### config.mk
export PLATFORM = sky130hd
export DESIGN_NAME = noc_box
export DESIGN_NICKNAME = d
export VERILOG_FILES = /design/src/rtl/noc_box.sv
export SDC_FILE = /design/constraint.sdc
export NUM_CORES = 2
export LEC_CHECK = 0
export ABC_AREA = 1
export BUFFER_PORTS_ARGS = -buffer_cell sky130_fd_sc_hd__buf_2
export CAP_MARGIN = 10
export CORE_ASPECT_RATIO = 0.6
export CORE_UTILIZATION = 49
export DETAILED_ROUTE_END_ITERATION = 16
export SYNTH_ARGS = -nofsm -noshare
export SYNTH_HDL_FRONTEND = slang
export SYNTH_SLANG_ARGS = --single-unit
### constraint.sdc
create_clock -name clk -period 3.5 [get_ports clk]
set_input_delay 1.05 -clock clk [delete_from_list [all_inputs] [get_ports clk]]
set_output_delay 1.05 -clock clk [all_outputs]
set_load 0.03 [all_outputs]
### src/rtl/noc_box.sv
// NOC target device: decodes byte-serial READ/WRITE requests into a 256-byte register memory and
// returns responses. Define NOC_BOX_WRESP_EN to have each accepted WRITE answered with WRITE_RESP.
module noc_box #(
  parameter logic [7:0] DEV_ID = 8'h40
) (
  input  logic       clk,
  input  logic       reset,
  input  logic       noc_to_dev_ctl,
  input  logic [7:0] noc_to_dev_data,
  output logic       noc_from_dev_ctl,
  output logic [7:0] noc_from_dev_data
);

  localparam logic [2:0] CMD_READ       = 3'd1;
  localparam logic [2:0] CMD_READ_RESP  = 3'd2;
  localparam logic [2:0] CMD_WRITE      = 3'd3;
  localparam logic [2:0] CMD_WRITE_RESP = 3'd4;

  typedef enum logic [2:0] {R_IDLE, R_DEST, R_SRC, R_ADDR, R_WDATA, R_SKIP} rx_state_e;
  typedef enum logic [2:0] {T_IDLE, T_CMD, T_DEST, T_SRC, T_DATA, T_STATUS} tx_state_e;

  rx_state_e  rx_state_q, rx_state_d;
  logic       rx_write_q, rx_write_d;
  logic [1:0] alen_q, alen_d;
  logic [2:0] dlen_q, dlen_d;
  logic [7:0] src_q, src_d;
  logic [7:0] cnt_q, cnt_d;
  logic [7:0] idx_q, idx_d;

  tx_state_e  tx_state_q, tx_state_d;
  logic       tx_write_q, tx_write_d;
  logic [2:0] tx_dlen_q, tx_dlen_d;
  logic [7:0] tx_dest_q, tx_dest_d;
  logic [7:0] tx_idx_q, tx_idx_d;
  logic [7:0] tx_cnt_q, tx_cnt_d;

  logic [7:0] mem_q [256];
  logic       mem_we;
  logic [7:0] mem_waddr, mem_wdata;

  logic       tx_start, tx_start_write;
  logic [7:0] tx_start_idx;
  logic       cmd_start;
  logic [7:0] alen_last, dlen_last, tx_dlen_last;

  assign alen_last    = (8'd1 << alen_q) - 8'd1;
  assign dlen_last    = (8'd1 << dlen_q) - 8'd1;
  assign tx_dlen_last = (8'd1 << tx_dlen_q) - 8'd1;

  // Commands are only taken while the transmitter is idle; anything else is dropped.
  assign cmd_start = noc_to_dev_ctl && (tx_state_q == T_IDLE) &&
                     ((noc_to_dev_data[2:0] == CMD_READ) || (noc_to_dev_data[2:0] == CMD_WRITE));

  always_comb begin
    rx_state_d     = rx_state_q;
    rx_write_d     = rx_write_q;
    alen_d         = alen_q;
    dlen_d         = dlen_q;
    src_d          = src_q;
    cnt_d          = cnt_q;
    idx_d          = idx_q;
    mem_we         = 1'b0;
    mem_waddr      = idx_q;
    mem_wdata      = noc_to_dev_data;
    tx_start       = 1'b0;
    tx_start_write = 1'b0;
    tx_start_idx   = idx_q;
    if (noc_to_dev_ctl) begin
      // Any ctl byte ends the packet in flight and is decoded afresh.
      rx_state_d = R_IDLE;
      if (cmd_start) begin
        rx_state_d = R_DEST;
        rx_write_d = (noc_to_dev_data[2:0] == CMD_WRITE);
        alen_d     = noc_to_dev_data[7:6];
        dlen_d     = noc_to_dev_data[5:3];
      end
    end else begin
      case (rx_state_q)
        R_DEST: rx_state_d = (noc_to_dev_data == DEV_ID) ? R_SRC : R_SKIP;
        R_SRC: begin
          src_d      = noc_to_dev_data;
          cnt_d      = 8'd0;
          rx_state_d = R_ADDR;
        end
        R_ADDR: begin
          if (cnt_q == 8'd0) idx_d = noc_to_dev_data;
          cnt_d = cnt_q + 8'd1;
          if (cnt_q == alen_last) begin
            cnt_d = 8'd0;
            if (rx_write_q) begin
              rx_state_d = R_WDATA;
            end else begin
              rx_state_d   = R_IDLE;
              tx_start     = 1'b1;
              tx_start_idx = (cnt_q == 8'd0) ? noc_to_dev_data : idx_q;
            end
          end
        end
        R_WDATA: begin
          mem_we = 1'b1;
          idx_d  = idx_q + 8'd1;
          cnt_d  = cnt_q + 8'd1;
          if (cnt_q == dlen_last) begin
            rx_state_d = R_IDLE;
`ifdef NOC_BOX_WRESP_EN
            tx_start       = 1'b1;
            tx_start_write = 1'b1;
`endif
          end
        end
        default: ;
      endcase
    end
  end

  always_comb begin
    tx_state_d        = tx_state_q;
    tx_write_d        = tx_write_q;
    tx_dlen_d         = tx_dlen_q;
    tx_dest_d         = tx_dest_q;
    tx_idx_d          = tx_idx_q;
    tx_cnt_d          = tx_cnt_q;
    noc_from_dev_ctl  = 1'b1;
    noc_from_dev_data = 8'h00;
    case (tx_state_q)
      T_IDLE: begin
        if (tx_start) begin
          tx_state_d = T_CMD;
          tx_write_d = tx_start_write;
          tx_dlen_d  = dlen_q;
          tx_dest_d  = src_q;
          tx_idx_d   = tx_start_idx;
          tx_cnt_d   = 8'd0;
        end
      end
      T_CMD: begin
        noc_from_dev_data = tx_write_q ? {5'b00000, CMD_WRITE_RESP}
                                       : {2'b00, tx_dlen_q, CMD_READ_RESP};
        tx_state_d = T_DEST;
      end
      T_DEST: begin
        noc_from_dev_ctl  = 1'b0;
        noc_from_dev_data = tx_dest_q;
        tx_state_d        = T_SRC;
      end
      T_SRC: begin
        noc_from_dev_ctl  = 1'b0;
        noc_from_dev_data = DEV_ID;
        tx_state_d        = tx_write_q ? T_STATUS : T_DATA;
      end
      T_DATA: begin
        // Memory is sampled as each byte goes out.
        noc_from_dev_ctl  = 1'b0;
        noc_from_dev_data = mem_q[tx_idx_q];
        tx_idx_d          = tx_idx_q + 8'd1;
        tx_cnt_d          = tx_cnt_q + 8'd1;
        if (tx_cnt_q == tx_dlen_last) tx_state_d = T_IDLE;
      end
      T_STATUS: begin
        noc_from_dev_ctl  = 1'b0;
        noc_from_dev_data = 8'h00;
        tx_state_d        = T_IDLE;
      end
      default: tx_state_d = T_IDLE;
    endcase
  end

  always_ff @(posedge clk) begin
    if (reset) begin
      rx_state_q <= R_IDLE;
      rx_write_q <= 1'b0;
      alen_q     <= 2'd0;
      dlen_q     <= 3'd0;
      src_q      <= 8'h00;
      cnt_q      <= 8'h00;
      idx_q      <= 8'h00;
      tx_state_q <= T_IDLE;
      tx_write_q <= 1'b0;
      tx_dlen_q  <= 3'd0;
      tx_dest_q  <= 8'h00;
      tx_idx_q   <= 8'h00;
      tx_cnt_q   <= 8'h00;
      for (int i = 0; i < 256; i++) mem_q[i] <= 8'h00;
    end else begin
      rx_state_q <= rx_state_d;
      rx_write_q <= rx_write_d;
      alen_q     <= alen_d;
      dlen_q     <= dlen_d;
      src_q      <= src_d;
      cnt_q      <= cnt_d;
      idx_q      <= idx_d;
      tx_state_q <= tx_state_d;
      tx_write_q <= tx_write_d;
      tx_dlen_q  <= tx_dlen_d;
      tx_dest_q  <= tx_dest_d;
      tx_idx_q   <= tx_idx_d;
      tx_cnt_q   <= tx_cnt_d;
      if (mem_we) mem_q[mem_waddr] <= mem_wdata;
    end
  end

endmodule

Word-level counts from Yosys, hierarchy flattened:

Memory sizes are Yosys's and may differ from the RTL's. A register that Yosys moved wholly into a read port is not among the register bits.
Cells that the tools add are included.

* output and inout port bits: 9
* RAM bits: 2048
* logic and storage cells: 102
* memories: 1
* bits of input ports: 11
* flip-flop bits (word level): 63

Memory list
* mem_q: depth 256, bits a word 8, read ports 1, clocked after Yosys merged registers in 1, wr ports 256, line 37 `logic [7:0] mem_q [256];`

* eq/ne operators: 19
* mux-type cells: 40
* shift-type cells: 3
* add/sub/neg operators: 7
* bitwise logic cells: 1
* reduce and logical (&&, ||, !) cells: 19

Operators by type and width (number)
* two-way mux 8 bit: 12
* one-hot mux 8 bit (2 select lines): 3
* adder 8 x 1 -> 8 bit, second input constant: 4
* one-hot mux 8 bit (4 select lines): 1
* equality test 8 bit: 3
* one-hot mux 8 bit (3 select lines): 1
* subtractor 8 x 1 -> 8 bit, second input constant: 3
* two-way mux 3 bit: 7
* left shift 1 x 3 -> 8 bit, first input constant: 2
* equality test 3 x 2 -> 1 bit, second input constant: 5
* one-hot mux 3 bit (5 select lines): 1
* two-way mux 1 bit: 14
* AND reduction 2 bit: 7
* one-hot mux 3 bit (4 select lines): 1
* equality test 3 x 1 -> 1 bit, second input constant: 3
* equality test 3 bit, second input constant: 3
* equality test 8 x 7 -> 1 bit, second input constant: 1
* logical NOT 8 bit: 1
* OR reduction 8 bit: 1
* left shift 1 x 2 -> 8 bit, first input constant: 1
* inequality test 3 bit, second input constant: 2
* nonzero test 5 bit: 1
* inequality test 2 bit, second input constant: 2
* nonzero test 2 bit: 2
* other kinds (7): 8

Depth between registers and ports, before layout:

* word-level depth: 10
* gate-level depth with buffers: 15
* gate-level depth less buffers: 14

Worst setup path after synthesis:

OpenSTA, ideal clock, no wires.

* path type: reg-to-output
* start: register (tool-made name)
* end: output port noc_from_dev_data[5]
* path slack: 0.611 ns
* stages on the path, launching flop included: 15
* buffers on the path: 4
* arrival time: 1.839 ns
* data required time: 2.450 ns
* cell sequence: dfxtp_1 -> buf_4 -> buf_4 -> buf_2 -> clkbuf_1 -> nand2_1 -> nand3_1 -> nand3_1 -> nand3_1 -> nand3_1 -> nand3_1 -> nand3_1 -> nand3_1 -> nand3_1 -> nand2_1

RTL lines
* to (decl): line 11 `output logic [7:0] noc_from_dev_data`

==> qor.tcl <==
set qor(slew-limit-headroom_pct) 35.3
set qor(grt_setup_unrepaired) {yes}
set qor(post_synth_main_area_contributors) {edfxtp_1 64%, nand3_1 11%, nand2_1 10%, nor2_1 8.3%, clkbuf_1 1.8%}
set qor(detailedPlace.worstSlack_ns) -0.844
set qor(finalHoldViolations) 0
set qor(ys_ff_latch) 2119
set qor(end_kind) {output port}
set qor(drt-pass1-iter-count) 6
set qor(slew_violations) 0
set qor(tritoncts) {built}
set qor(skew_ns) 0.0333
set qor(antenna_violations_before_repair) 5
set qor(mapped_area_um2) 96500
set qor(gr_ovfl_total) 0
set qor(clock_path_buffers) 4
set qor(seq_area_frac_synth_pct) 65.2
set qor(finalNetCount) 10284
set qor(clock_slew_at_the_register_clock_pins_of_the_worst_setup_and_hold_paths_ns) 0.07
set qor(final_period_minus_worst_setup_slack_ns) 4.52
set qor(inserted_clock_buffers) 204
set qor(worst_hold_startpoint) {src_q[6]}
set qor(route.detailed.drc) 0
set qor(yosysWarningCount) 0
set qor(hold_ws_ns) 0.492
set qor(power_leakage_uw) 0.0450
set qor(critPathMaxFanout) 24
set qor(timing.hold.worst.class) {flip-flop to flip-flop}
set qor(yosys_most_used_dff) {edfxtp_1}
set qor(boundaryPins) 20
set qor(gpl.final_weighted_congestion) 0.962
set qor(required_time_worst_endpoint_ns) 2.45
set qor(drt-vias-per-instance) 5.99
set qor(tightestPinTransition_ns) 0.969
set qor(detailedPlacementHpwl_um) 210000
set qor(ir_worst_vdd_mv) 0.404
set qor(vias_in_the_first_global_route) 72327
set qor(maximum_number_of_pins_on_one_net_before_global_route_repair) 90
set qor(dieArea_um2) 199000
set qor(tns_ns) -7.91
set qor(clockRootBuffer) {clkbuf_16}
set qor(drt_iter0_drc) 12009
set qor(post_route_cells_drive_above_1_share_pct) 14.5
set qor(synth_fp_nets) 10075
set qor(worstHoldPathCells) 2
set qor(rows) 125
set qor(ys_async_sr_fraction_pct) 0
set qor(depth_of_the_most_critical_reg_to_reg_path) 8
set qor(placement.io_buffers) 19
set qor(skew_pair_late_insertion_delay_ns) 0.86
set qor(worst-setup-path-type) {flip-flop to output port}
set qor(die_w_um) 575
set qor(pwr_density_cell_nw_per_um2) 483
set qor(fp.dieH_um) 346
set qor(max_freq_ghz) 0.221
set qor(synth_edf_count) 2048
set qor(floorplan.initialDensity_pct) 49.6
set qor(crit-reg2reg-capture) {mem_q[9][2]}
set qor(ff_latch_area_um2) 62900
set qor(routed_wl_um) 329000
set qor(post_synth_most_frequent_cells) {2588 x nand2_1, 2137 x nor2_1, 2069 x nand3_1}
set qor(hold_end) {tx_dest_q[6]}
set qor(post-synth-top-count-cell) {nand2_1}
set qor(wire_length_of_the_first_global_routing_pass_um) 483000
set qor(growth_of_design_area_from_synthesis_to_finish_pct) 18.5
set qor(grt_util_all_layers_pct) 32.7
set qor(violations) {setup timing}
set qor(r2r_start) {idx_q[1]}
set qor(cts.sinks) 2119
set qor(core_area_um2) 195000
set qor(worst_ep_arrival_time_ns) 3.47
set qor(ys_types) 39
set qor(setup_slack_ns) -1.02
set qor(cts.hold.buffers_added) 0
set qor(syn_area_per_cell_um2) 9.60
set qor(largest_area_contributor_in_the_netlist) {edfxtp_1}
set qor(p_total_uw) 55200
set qor(dr_total_vias) 78009
set qor(setup_viol) 8
set qor(cts_htree_levels) 4
set qor(route.antenna.remaining_nets) 0
set qor(multiInputGateArea_um2) 32200
set qor(finalCritPeriodShare_pct) 129
set qor(netlist_instances) 10055
set qor(final_core_util_pct) 58.8
set qor(fillCellCount) 16451
set qor(avgRoutedWirePerCell_um) 25.3
set qor(rrSetupSlack_ns) 0.51
set qor(synth_top_area_share_pct) 63.7
set qor(outcome) {finished, violations left}
set qor(timing.critical_path.from_type) {flip-flop}
set qor(cap_violations) 0
-- report_power, final --
| part | switching, uW | internal [uW] | total, uW |
|---|---|---|---|
| combinational | 2920 | 1060 | 3980 |
| clock | 9870 | 12500 | 22400 |
| sequential | 304 | 28600 | 28900 |
| total | 13100 | 42100 | 55200 |
-- what timing repair did --
action                     4_1_cts  5_1_grt
setup buffers                   27        0
gates cloned                    37        2
hold endpoints to repair         0        0
resized for setup              551       23
setup endpoints to repair        8        8
pin swaps                       86        8
-- state kept, by name (all words and copies together), names as in the netlist, named ones only --
signal      flops
idx_q           8
tx_cnt_q        8
alen_q          2
cnt_q           8
tx_idx_q        8
rx_state_q      3
tx_dest_q       8
tx_dlen_q       3
dlen_q          3
mem_q        2048
rx_write_q      1
src_q           8
tx_state_q      3
-- kinds of logic (layout without fill, tap and decap cells) --
logic type / after synthesis / in the layout / share of synthesized area (%)
DFF: 2119 / 2119 / 65.2
and+or+nand+nor: 6923 / 6923 / 30.1
AOI/OAI and AO/OA: 139 / 139 / 0.765
buffers and inverters: 851 / 1220 / 3.66
xor gates and xnor gates: 14 / 14 / 0.127
adders and majority gates: 9 / 9 / 0.117
other: 0 / 5 / 0
-- layer usage --
layer	GRT usage (%)	wire, um	vias to the layer above	share of wire [%]
met3	9.05	46500	457	14
met5	0	11	-	0.0033
met1	51.0	142000	38223	43
met2	45.0	134000	4751	41
li1	-	-	34576	-
met4	7.23	7360	2	2.2
-- worst max path at each step --
stage / to / depth (start not counted) / start
4_1_cts: noc_from_dev_data[2] / 18 / flip-flop
6_report: noc_from_dev_data[0] / 16 / flip-flop
3_3_place_gp: noc_from_dev_data[3] / 15 / flip-flop
5_1_grt: noc_from_dev_data[3] / 15 / flip-flop
3_5_place_dp: noc_from_dev_data[5] / 16 / flip-flop
2_1_floorplan: noc_from_dev_data[5] / 14 / flip-flop
-- cell type report --
type / count / area share (%)
timing repair buffer: 759 / 7.80
multi-input combinational: 7085 / 28.2
antenna: 5 / 0.0109
tap: 2603 / 2.85
clock inverter: 112 / 0.983
clock buffer: 254 / 4.71
sequential: 2119 / 55.0
inverter: 94 / 0.404
timing repair inverter: 1 / 0.0175
-- critical path, stage by stage, from the launching register on --
cell and delay, ns:
dfxtp_4 0.42, buf_6 0.14, buf_12 0.18, buf_12 0.18, buf_12 0.16, nand2_1 0.06, nand3_1 0.13, nand3_1 0.15
nand3_1 0.21, nand3_1 0.14, nand3_1 0.13, nand3_2 0.07, nand3_2 0.09, nand3_2 0.11, buf_6 0.19, nand2_2 0.06
buf_6 0.13
-- per-stage QoR --
| step | instance area [um2] | instances |
|---|---|---|
| 3_3_place_gp | 104000 | 12603 |
| 4_1_cts | 114000 | 13026 |
| 2_1_floorplan | 96500 | 10055 |
| 3_5_place_dp | 104000 | 12603 |
| 6_report | 114000 | 13032 |
| 5_1_grt | 114000 | 13029 |
-- cell usage in the layout, fill, tap and decap left out, drive strengths merged, types with 3 or more instances in the layout --
cell type / instances
bufbuf: 16
a211oi: 3
buf: 741
inv: 97
nand3: 2069
diode: 5
dfxtp: 71
bufinv: 22
nor2: 2141
clkinv: 81
ha: 9
nand2: 2668
nor3b: 4
xor2: 11
xnor2: 3
o211ai: 5
clkinvlp: 7
o21ai: 65
nor3: 26
clkbuf: 256
a21oi: 57
edfxtp: 2048
nand4: 11
(Power assumes the default switching activity.)
